[config.mk]
export PLATFORM = sky130hd
export DESIGN_NAME = mips_fetch_stage
export DESIGN_NICKNAME = d
export VERILOG_FILES = /design/src/rtl/mips_fetch_stage.sv
export SDC_FILE = /design/constraint.sdc
export NUM_CORES = 1
export LEC_CHECK = 0
export BUFFER_PORTS_ARGS = -buffer_cell sky130_fd_sc_hd__buf_2
export CORE_AREA = 2 2 179 181
export DETAILED_ROUTE_END_ITERATION = 12
export DIE_AREA = 0 0 181 183
export GPL_ROUTABILITY_DRIVEN = 0
export HOLD_SLACK_MARGIN = 0.06
export PLACE_DENSITY = 0.75
export SLEW_MARGIN = 20
export SYNTH_ARGS = -nofsm -noshare
export SYNTH_HDL_FRONTEND = slang
export SYNTH_SLANG_ARGS = --single-unit
[constraint.sdc]
create_clock -name clk -period 7.6 [get_ports clk]
set_clock_uncertainty 0.1 [all_clocks]
set_input_delay 0.38 -clock clk [delete_from_list [all_inputs] [get_ports clk]]
set_output_delay 0.38 -clock clk [all_outputs]
set_load 0.01 [all_outputs]
[src/rtl/mips_fetch_stage.sv]
// Instruction-fetch front end: issues word fetches under a credit limit, pairs in-order
// responses with their PCs in a prefetch FIFO, and flushes everything on a core redirect.
module mips_fetch_stage #(
    parameter logic [31:0] RESET_PC = 32'h0000_0000,
    parameter int unsigned DEPTH    = 4
) (
    input  logic        clk,
    input  logic        rst,
    output logic        imem_req,
    output logic [31:0] imem_addr,
    input  logic        imem_gnt,
    input  logic        imem_rvalid,
    input  logic [31:0] imem_rdata,
    output logic        inst_valid,
    output logic [31:0] inst,
    output logic [31:0] inst_pc,
    input  logic        inst_ready,
    input  logic        redirect_valid,
    input  logic [31:0] redirect_pc
);
    localparam int unsigned AW = $clog2(DEPTH);
    localparam int unsigned CW = AW + 1;
    localparam logic [CW:0] CREDIT = (CW + 1)'(DEPTH);

    logic [31:0]   fetch_pc_q, fetch_pc_d;
    logic [CW-1:0] fifo_cnt_q, fifo_cnt_d;
    logic [CW-1:0] out_cnt_q, out_cnt_d;
    logic [CW-1:0] discard_q, discard_d;
    logic [AW-1:0] fifo_rd_q, fifo_rd_d;
    logic [AW-1:0] fifo_wr_q, fifo_wr_d;
    logic [AW-1:0] pcq_rd_q, pcq_rd_d;
    logic [AW-1:0] pcq_wr_q, pcq_wr_d;
    logic [31:0]   fifo_inst_q [DEPTH];
    logic [31:0]   fifo_pc_q   [DEPTH];
    logic [31:0]   pcq_q       [DEPTH];

    logic [CW:0] credit_used;
    logic        issue;
    logic        rsp;
    logic        drop;
    logic        push;
    logic        pop;

    always_comb begin
        // Buffered plus in-flight words never exceed DEPTH, so a response always has a slot.
        credit_used = {1'b0, fifo_cnt_q} + {1'b0, out_cnt_q};
        imem_req    = !rst && !redirect_valid && (credit_used < CREDIT);
        imem_addr   = fetch_pc_q;
        inst_valid  = !rst && (fifo_cnt_q != '0);
        inst        = inst_valid ? fifo_inst_q[fifo_rd_q] : '0;
        inst_pc     = inst_valid ? fifo_pc_q[fifo_rd_q] : '0;
        issue       = imem_req && imem_gnt;
        rsp         = imem_rvalid && (out_cnt_q != '0);
        drop        = rsp && (redirect_valid || (discard_q != '0));
        push        = rsp && !drop;
        pop         = inst_valid && inst_ready;
    end

    always_comb begin
        fetch_pc_d = fetch_pc_q;
        fifo_cnt_d = fifo_cnt_q;
        fifo_rd_d  = fifo_rd_q;
        fifo_wr_d  = fifo_wr_q;
        discard_d  = discard_q;
        // Every response retires its PC-queue entry, dropped or not, to keep pairing aligned.
        pcq_wr_d   = pcq_wr_q + AW'(issue);
        pcq_rd_d   = pcq_rd_q + AW'(rsp);
        out_cnt_d  = out_cnt_q + CW'(issue) - CW'(rsp);
        if (redirect_valid) begin
            fetch_pc_d = {redirect_pc[31:2], 2'b00};
            fifo_cnt_d = '0;
            fifo_rd_d  = '0;
            fifo_wr_d  = '0;
            discard_d  = out_cnt_d;
        end else begin
            if (issue) begin
                fetch_pc_d = fetch_pc_q + 32'd4;
            end
            fifo_wr_d  = fifo_wr_q + AW'(push);
            fifo_rd_d  = fifo_rd_q + AW'(pop);
            fifo_cnt_d = fifo_cnt_q + CW'(push) - CW'(pop);
            discard_d  = discard_q - CW'(drop);
        end
    end

    always_ff @(posedge clk) begin
        if (rst) begin
            fetch_pc_q <= RESET_PC;
            fifo_cnt_q <= '0;
            out_cnt_q  <= '0;
            discard_q  <= '0;
            fifo_rd_q  <= '0;
            fifo_wr_q  <= '0;
            pcq_rd_q   <= '0;
            pcq_wr_q   <= '0;
        end else begin
            fetch_pc_q <= fetch_pc_d;
            fifo_cnt_q <= fifo_cnt_d;
            out_cnt_q  <= out_cnt_d;
            discard_q  <= discard_d;
            fifo_rd_q  <= fifo_rd_d;
            fifo_wr_q  <= fifo_wr_d;
            pcq_rd_q   <= pcq_rd_d;
            pcq_wr_q   <= pcq_wr_d;
        end
    end

    always_ff @(posedge clk) begin
        if (!rst && issue) begin
            pcq_q[pcq_wr_q] <= fetch_pc_q;
        end
        if (!rst && push) begin
            fifo_inst_q[fifo_wr_q] <= imem_rdata;
            fifo_pc_q[fifo_wr_q]   <= pcq_q[pcq_rd_q];
        end
    end

    // A response with nothing outstanding is ignored by the datapath but flagged here.
    property p_rvalid_tracked;
        @(posedge clk) disable iff (rst) imem_rvalid |-> (out_cnt_q != '0);
    endproperty
    a_rvalid_tracked: assert property (p_rvalid_tracked);

endmodule

==> results of run 1 <==
through the flow:
stage / power, mW / worst slack, ns
global route: 5.305 / 3.869
floorplan: 3.043 / 0.09691
finish: 5.111 / 4.110
detailed placement: 3.193 / 3.924
CTS: 5.168 / 4.042
global placement: 3.175 / 3.964
logic make-up after synthesis:
family	count (synthesis)	synth area share
buf+inv	62	0.01737
mux	93	0.1280
simple gates	206	0.07001
fa+ha+maj	15	0.01245
other cells	1	0.0002303
flops	415	0.7366
compound gates	69	0.02682
xor+xnor	16	0.008608
layout by cell type (no fill, tap or decap), drive strengths merged, types with 3 or more instances in the layout:
master,instances
a41oi,4
dlygate4sd3,61
or3,4
conb,4
a211oi,5
clkbuf,58
ha,13
and3,7
inv,14
edfxtp,368
o22ai,3
nor2,35
nor4,3
nand3,15
nor2b,4
mux4,92
xnor2,8
o211ai,3
xor2,8
nor3,9
and2,71
clkinv,12
a21oi,18
a31oi,13
bufinv,3
or4,4
or2,3
dfxtp,47
buf,172
o21ai,14
nand2,31
nand4,12
worst min-delay path, cell delays in order:
cell and delay (ns):
buf_2 0.08, and2_1 0.11, a31oi_1 0.04, o22ai_1 0.13
per-layer routing:
metal  GRT usage  vias to the layer above
met3     0.03336                       56
li1            -                     3956
met4     0.05431                        0
met2      0.3237                      330
met5           0                        -
met1      0.2622                     4376
how the worst max path moves through the flow:
stage               cells past startpoint  slack [ns]                end
finish                                 14        4.11       discard_q[2]
global route                           14        3.87       discard_q[2]
CTS                                     4        4.04        inst_pc[22]
detailed placement                     14        3.92       discard_q[2]
global placement                       14        3.96       discard_q[2]
floorplan                               3         0.1  fifo_inst_q[0][0]
repair_timing:
| action | CTS | global route |
|---|---|---|
| endpoints found under the hold margin | 157 | 0 |
| buffers inserted | 0 | 0 |
| hold buffers | 61 | 0 |
state kept, by name (all words and copies together), names as in the netlist:
signal	flops
fifo_inst_q	128
fifo_pc_q	120
pcq_q	120
imem_addr	30
discard_q	3
fifo_cnt_q	3
out_cnt_q	3
fifo_rd_q	2
fifo_wr_q	2
pcq_rd_q	2
pcq_wr_q	2
layout make-up:
class / count / area, µm² / area share
Multi-Input combinational cell: 403 / 4074 / 0.2097
Clock buffer: 58 / 1152 / 0.05930
Inverter: 14 / 57.56 / 0.002962
Tap cell: 402 / 503.0 / 0.02589
Sequential cell: 415 / 12000 / 0.6175
Timing Repair Buffer: 233 / 1499 / 0.07714
Clock inverter: 15 / 146.4 / 0.007534
power by group through the flow:
stage          Sequential (mW)  Clock (mW)  Combinational (mW)
4_1_cts                   2.69        1.99               0.481
6_report                  2.69        1.95               0.472
5_1_grt                   2.70        2.08               0.525
2_1_floorplan             2.71           0               0.337
3_3_place_gp              2.74           0               0.437
3_5_place_dp              2.74           0               0.451
==> impl_metrics.tcl, run 1 <==
set metrics [dict create \
    outcome "completed" \
    reg2reg_depth 14 \
    drv_slew 0 \
    syn_area_um2 16280 \
    cp-end-kind "flop" \
    drtPass1Iterations 5 \
    worst_skew_pair.late_latency_ns 0.53 \
    synth_cells 877 \
    placed_cells 1406 \
    synth_top_area_share 0.6788 \
    ys_top_cells_by_count "368 x edfxtp_1, 92 x mux4_2, 71 x and2_1, 47 x dfxtp_1, 35 x nor2_1" \
    hpwlAfterDp_um 17300 \
    vdd_ir_drop_max_mv 0.1696 \
    start_util 0.5213 \
    hold_class "in2reg" \
    clkSinkCount 415 \
    cap_violations 0 \
    tns_ns 0 \
    maxSlewHeadroom 0.3441 \
    top_layer "met4" \
    ys.flop_type "edfxtp_1" \
    diodes 0 \
    ant_nets 0 \
    drtIter0Drc 643 \
    p_int_mw 4.005 \
    htree_num_levels 2 \
    worstMarginPinSlew_ns 0.9815 \
    synth.area.top_cells "edfxtp_1 68%, mux4_2 13%, dfxtp_1 5.8%" \
    path_cells "ha_1, a311o_1, or4b_1, buf_4, ha_1, inv_1, ha_1, inv_1, fa_1, xor2_1, xnor2_1, nor2_1, nor2_1, a21oi_1" \
    cts_resized 0 \
    worst_ep_required_time_ns 7.89 \
    path_max_fanout 33 \
    switching_share 0.2165 \
    fillers 2212 \
    rr_endpoint "discard_q[2]" \
    critPathMaxStageDelay_ns 0.50 \
    synthDistinctLibCells 53 \
    p_comb_frac 0.092 \
    power.leakage_nw 6.671 \
    critical_path_buf_inv_count 3 \
    root_buffer "clkbuf_16" \
    grt_pass1_wl_um 49310 \
    rsz0062_at_grt "false" \
    grt_overflow 0 \
    synth_largest_area_cell "edfxtp_1" \
    ys_seq_area_frac 0.7366 \
    clk_pin_slew_ns 0.06 \
    hold_depth 4 \
    io_pins 168 \
    syn_area_per_cell_um2 18.56 \
    fin_area_um2 19430 \
    wire_per_inst_um 20.16 \
    finalCritPeriodShare 0.4592 \
    vias_per_cell 5.661 \
    cts_tree "yes" \
    yosysMostFrequentCell "edfxtp_1" \
    final.min_clock_period_ns 3.490 \
    synth-edff-count 368 \
    antenna_found_initial 0 \
    wl_met1_um 13260 \
    rows 65 \
    fp.dieH_um 183 \
    hold_viol 0 \
    holdWs_ns 0.1500 \
    yosys_warnings 0 \
    grt_use_total 0.1921 \
    pwr-share-seq 0.527 \
    grt_start_max_net_pins 65 \
    hold_start "redirect_pc[31]" \
    drive_gt1_frac 0.2970 \
    vias 8718 \
    wl_met2_um 15270 \
    crit_top_cell "ha_1" \
    ys_ff_latch 415 \
    fin_cells 1540 \
    cts_buffers 41 \
    routed_wl_um 31050 \
    powerDensity_nw_per_um2 263.0 \
    area_delta_synth_final_pct 19.35 \
    hold_end "imem_addr[31]" \
    final_nets 1193 \
    start_kind "flop" \
    portBuffers 161 \
    critPathKind "reg2reg" \
    placed_cell_area_um2 17520 \
    async_flop_share 0 \
    grt_pass1_vias 8926 \
    timing.fmax_mhz 286.5 \
    core_um2 31230 \
    route.detailed.drc 0 \
    pwr-share-clk 0.381 \
    worst_path_max_delay_cell "or4b_1" \
    utilization 0.6222 \
    die_area_um2 33120 \
    critPathTopFamily "adder cells" \
    wl_met3_um 1864 \
    crit_start "out_cnt_q[1]" \
    r2r_slack_ns 4.11 \
    crit_arrival_ns 3.78 \
    finalSetupViolations 0 \
    ctsLongestPathBuffers 3 \
    power_switching_mw 1.106 \
    die_w_um 181 \
    rr_startpoint "out_cnt_q[1]" \
]
Power figures use the tool's default switching activity.
==> run 2: changes to the inputs <==
Clock period 7.6 ns to 3.2 ns, I/O delays scaled along.
==> impl_metrics.tcl, run 2 (same netlist as run 1, synthesis figures left out) <==
set metrics [dict create \
    clkSinkCount 415 \
    largest_registers "fifo_inst_q x128, fifo_pc_q x120, pcq_q x120" \
    drv_slew 0 \
    antenna_found_initial 0 \
    start_kind "flop" \
    grt_pass1_vias 9007 \
    worst_skew_pair.late_latency_ns 0.53 \
    critPathMaxStageDelay_ns 0.49 \
    post_cts_buffers 0 \
    routed_wl_um 32530 \
    cts_buffers 42 \
    worst_ep_required_time_ns 3.47 \
    critPathTopFamily "adder cells" \
    placed_cells 1424 \
    critical_path_buf_inv_count 2 \
    route.detailed.drc 0 \
    htree_num_levels 2 \
    root_buffer "clkbuf_16" \
    core_um2 31230 \
    vias 8922 \
    grt_use_total 0.1990 \
    regMostFlops "fifo_inst_q" \
    holdWs_ns 0.09877 \
    maxSlewHeadroom 0.4827 \
    vdd_ir_drop_max_mv 0.5299 \
    die_w_um 181 \
    outcome "completed" \
    finalCritPeriodShare 0.9380 \
    final_cell_mix "368 x edfxtp_1, 161 x buf_2, 92 x mux4_2" \
    ctsLongestPathBuffers 3 \
    critPathKind "reg2reg" \
    area_delta_synth_final_pct 22.11 \
    cts_tree "yes" \
    start_util 0.5213 \
    worst_path_max_delay_cell "or4b_4" \
    hold_viol 0 \
    grt_start_max_net_pins 64 \
    ant_nets 0 \
    cap_violations 0 \
    hold_class "in2reg" \
    fp.dieH_um 183 \
    vias_per_cell 5.708 \
    path_max_fanout 4 \
    crit_arrival_ns 3.27 \
    diodes 0 \
    drtIter0Drc 732 \
    seq_area_um2 12010 \
    clk_pin_slew_ns 0.07 \
    portBuffers 161 \
    cp-end-kind "flop" \
    timing.fmax_mhz 333.2 \
    rows 65 \
    power.leakage_nw 6.843 \
    powerDensity_nw_per_um2 618.6 \
    rsz0062_at_grt "false" \
    die_area_um2 33120 \
    final.min_clock_period_ns 3.001 \
    fin_cells 1563 \
    wire_per_inst_um 20.81 \
    finalSetupViolations 0 \
    worstMarginPinSlew_ns 0.7751 \
    crit_top_cell "ha_1" \
    final_nets 1216 \
    drive_gt1_frac 0.3152 \
    final_common_cell "edfxtp_1" \
    largest_reg_flops 128 \
    io_pins 168 \
    multi_input_area_um2 4113 \
    fillers 2158 \
    grt_pass1_wl_um 50760 \
    drtPass1Iterations 4 \
    hpwlAfterDp_um 19400 \
    path_cells "ha_1, a311o_1, or4b_4, ha_1, inv_1, ha_1, inv_1, fa_2, xor2_1, xnor2_1, nor2_1, nor2_1, a21oi_1" \
    grt_overflow 0 \
]
==> run 2: changes by cell type in the layout (fill, tap and decap cells not counted), sizes merged <==
| cell | before | now |
|---|---|---|
| clkbuf | 58 | 54 |
| inv | 14 | 13 |
| clkinv | 12 | 16 |
| clkinvlp | 0 | 2 |
| buf | 172 | 190 |
| dlygate4sd3 | 61 | 65 |
==> run 2: layout make-up <==
cell class / instances / share of cell area
flip-flops and latches: 415 / 0.6039
multi-input cells: 403 / 0.2069
repair buffers: 255 / 0.09365
clock buffers: 54 / 0.05885
well taps: 402 / 0.02530
clock inverters: 20 / 0.008496
inverters: 14 / 0.002895
==> run 2: routing by layer <==
layer	vias up	global-route usage	wire length, µm
li1	4011	-	-
met1	4520	0.2733	13640
met2	346	0.3375	16450
met3	45	0.03415	1985
met4	0	0.04748	452
met5	-	0	0
==> run 2: repair_timing <==
item / 4_1_cts / 5_1_grt
endpoints found under the hold margin: 162 / 0
gates resized for setup: 0 / 4
endpoints found under the setup margin: 0 / 1
hold buffers: 65 / 0
==> run 2: path summary, 6_finish.rpt <==
check | startpoint | to | slack (ns) | cells after the start
worst min register to register | out_cnt_q[2] | out_cnt_q[2] | 0.44 | 2
worst min-delay path | redirect_valid | imem_addr[18] | 0.1 | 4
worst max register to register | out_cnt_q[1] | discard_q[2] | 0.20 | 13
worst max-delay path | out_cnt_q[1] | discard_q[2] | 0.20 | 13
==> run 2: tightest hold or removal path, stage by stage <==
cell,delay [ns]
buf_2,0.11
buf_4,0.24
nand2_1,0.10
a31oi_1,0.06
==> run 2: where the power goes <==
| group | switching (mW) | total [mW] | internal (mW) | leakage [nW] |
|---|---|---|---|---|
| combinational | 0.611 | 1.21 | 0.603 | 2.46 |
| sequential | 0.164 | 6.38 | 6.21 | 3.73 |
| clock | 1.90 | 4.71 | 2.81 | 0.651 |
| total | 2.67 | 12.3 | 9.63 | 6.84 |
==> run 2: per-stage QoR <==
step | setup TNS [ns] | setup WS (ns) | util | power [mW] | instance area (µm²)
global route | 0 | 0.01617 | 0.6366 | 12.76 | 19880
finish | 0 | 0.1985 | 0.6366 | 12.30 | 19880
floorplan | -24.16 | -0.2842 | - | 7.251 | 16380
global placement | 0 | 0.1063 | 0.5726 | 7.614 | 17880
detailed placement | 0 | 0.08565 | 0.5726 | 7.651 | 17880
CTS | 0 | 0.07974 | 0.6363 | 12.41 | 19870
==> run 3: changes to the inputs <==
Settings changed: CELL_PAD_IN_SITES_DETAIL_PLACEMENT set to 0, CELL_PAD_IN_SITES_GLOBAL_PLACEMENT set to 1, CORE_AREA 2 2 179 181 to 2 2 194 196, DIE_AREA 0 0 181 183 to 0 0 196 198, PLACE_DENSITY 0.75 to not set, PLACE_DENSITY_LB_ADDON set to 0.1.
==> impl_metrics.tcl, run 3 (same netlist as run 1, synthesis figures left out) <==
set metrics [dict create \
    outcome "completed" \
    largest_registers "fifo_inst_q x128, fifo_pc_q x120, pcq_q x120" \
    vdd_ir_drop_max_mv 0.3549 \
    antenna_found_initial 0 \
    timing.fmax_mhz 329.0 \
    maxSlewHeadroom 0.4523 \
    worst_slack_ns 0.1602 \
    path_max_fanout 3 \
    cts_tree "yes" \
    regMostFlops "fifo_inst_q" \
    worstMarginPinSlew_ns 0.8185 \
    grt_pass1_wl_um 52700 \
    fin_area_um2 20090 \
    ctsLongestPathBuffers 3 \
    die_area_um2 38810 \
    finalSetupViolations 0 \
    drtIter0Drc 526 \
    final_nets 1232 \
    start_util 0.4405 \
    clkSinkCount 415 \
    worst_skew_pair.late_latency_ns 0.53 \
    root_buffer "clkbuf_16" \
    top_layer "met4" \
    portBuffers 161 \
    crit_arrival_ns 3.32 \
    tns_ns 0 \
    powerDensity_nw_per_um2 607.7 \
    hold_viol 0 \
    grt_overflow 0 \
    htree_num_levels 2 \
    critPathKind "reg2reg" \
    drive_gt1_frac 0.3280 \
    die_w_um 196 \
    route.detailed.drc 0 \
    vias_per_cell 5.274 \
    hold_class "in2reg" \
    core_um2 36960 \
    area_delta_synth_final_pct 23.38 \
    final_common_cell "edfxtp_1" \
    wl_met1_um 15310 \
    final_cell_mix "368 x edfxtp_1, 161 x buf_2, 92 x mux4_2" \
    cap_violations 0 \
    largest_reg_flops 128 \
    drv_slew 0 \
    clk_pin_slew_ns 0.06 \
    grt_start_max_net_pins 64 \
    holdWs_ns 0.08548 \
    worst_ep_required_time_ns 3.48 \
    grt_pass1_vias 9029 \
    hold_depth 4 \
    fp.dieH_um 198 \
    final.min_clock_period_ns 3.040 \
    finalCritPeriodShare 0.9499 \
    power.leakage_nw 6.897 \
    routed_wl_um 34110 \
    reg2reg_depth 13 \
    cts_buffers 44 \
    drtPass1Iterations 4 \
    rows 71 \
    io_pins 168 \
    start_kind "flop" \
    ant_nets 0 \
    placed_cell_area_um2 18060 \
    grt_use_total 0.1786 \
    cp-end-kind "flop" \
    wire_per_inst_um 20.62 \
    post-place-ws_ns 0.05526 \
    diodes 0 \
    wl_met3_um 1204 \
    wl_met2_um 16960 \
    hpwlAfterDp_um 21100 \
    vias 8723 \
    fillers 3032 \
]
run 3: cell types whose count changed in the layout (fill, tap and decap cells not counted), sizes merged:
cell    before  now
clkbuf      54   62
buf        190  204
inv         13   14
clkinv      16   15
bufinv       3    0
run 3: layout make-up:
type	count	area, µm²	share of cell area
Clock inverter	17	90.09	0.004485
Clock buffer	62	1210	0.06023
Sequential cell	415	12010	0.5979
Timing Repair Buffer	269	1967	0.09792
Inverter	14	57.56	0.002865
Tap cell	474	593.1	0.02953
Multi-Input combinational cell	403	4160	0.2071
run 3: per-layer routing:
metal  global-route usage  up-vias
met2               0.3087      186
met3              0.02776       49
met5                    0        -
met1               0.2374     4455
met4              0.04854        0
li1                     -     4033
run 3: report_power, final:
group / total (mW) / internal, mW / switching (mW)
clock: 4.58 / 2.64 / 1.95
sequential: 6.36 / 6.21 / 0.147
combinational: 1.27 / 0.627 / 0.639
run 3: path summary, 6_finish.rpt:
path,from,endpoint,slack [ns]
setup / recovery,fifo_cnt_q[1],discard_q[2],0.16
hold / removal,redirect_valid,imem_addr[15],0.09
setup reg to reg,fifo_cnt_q[1],discard_q[2],0.16
hold reg to reg,pcq_rd_q[1],pcq_rd_q[1],0.41
run 3: stage by stage:
step,total power [mW],std cells,utilization
floorplan,7.251,880,-
global route,12.74,1654,0.5435
finish,12.21,1654,0.5435
CTS,12.36,1651,0.5414
detailed placement,7.678,1507,0.4886
global placement,7.655,1507,0.4886
run 3: repair_timing:
item | 4_1_cts | 5_1_grt
endpoints found under the setup margin | 0 | 1
setup buffers | 0 | 3
endpoints found under the hold margin | 162 | 0
hold buffers | 65 | 0
resized for setup | 0 | 9
run 3: critical path, stage by stage, from the launching register on:
cell	delay (ns)
dfxtp_4	0.36
ha_4	0.23
a311o_1	0.27
or4b_4	0.55
ha_4	0.22
inv_1	0.05
ha_2	0.15
inv_1	0.05
fa_2	0.40
xor2_2	0.15
xnor2_1	0.13
nor2_1	0.06
nor2_1	0.12
a21oi_1	0.05
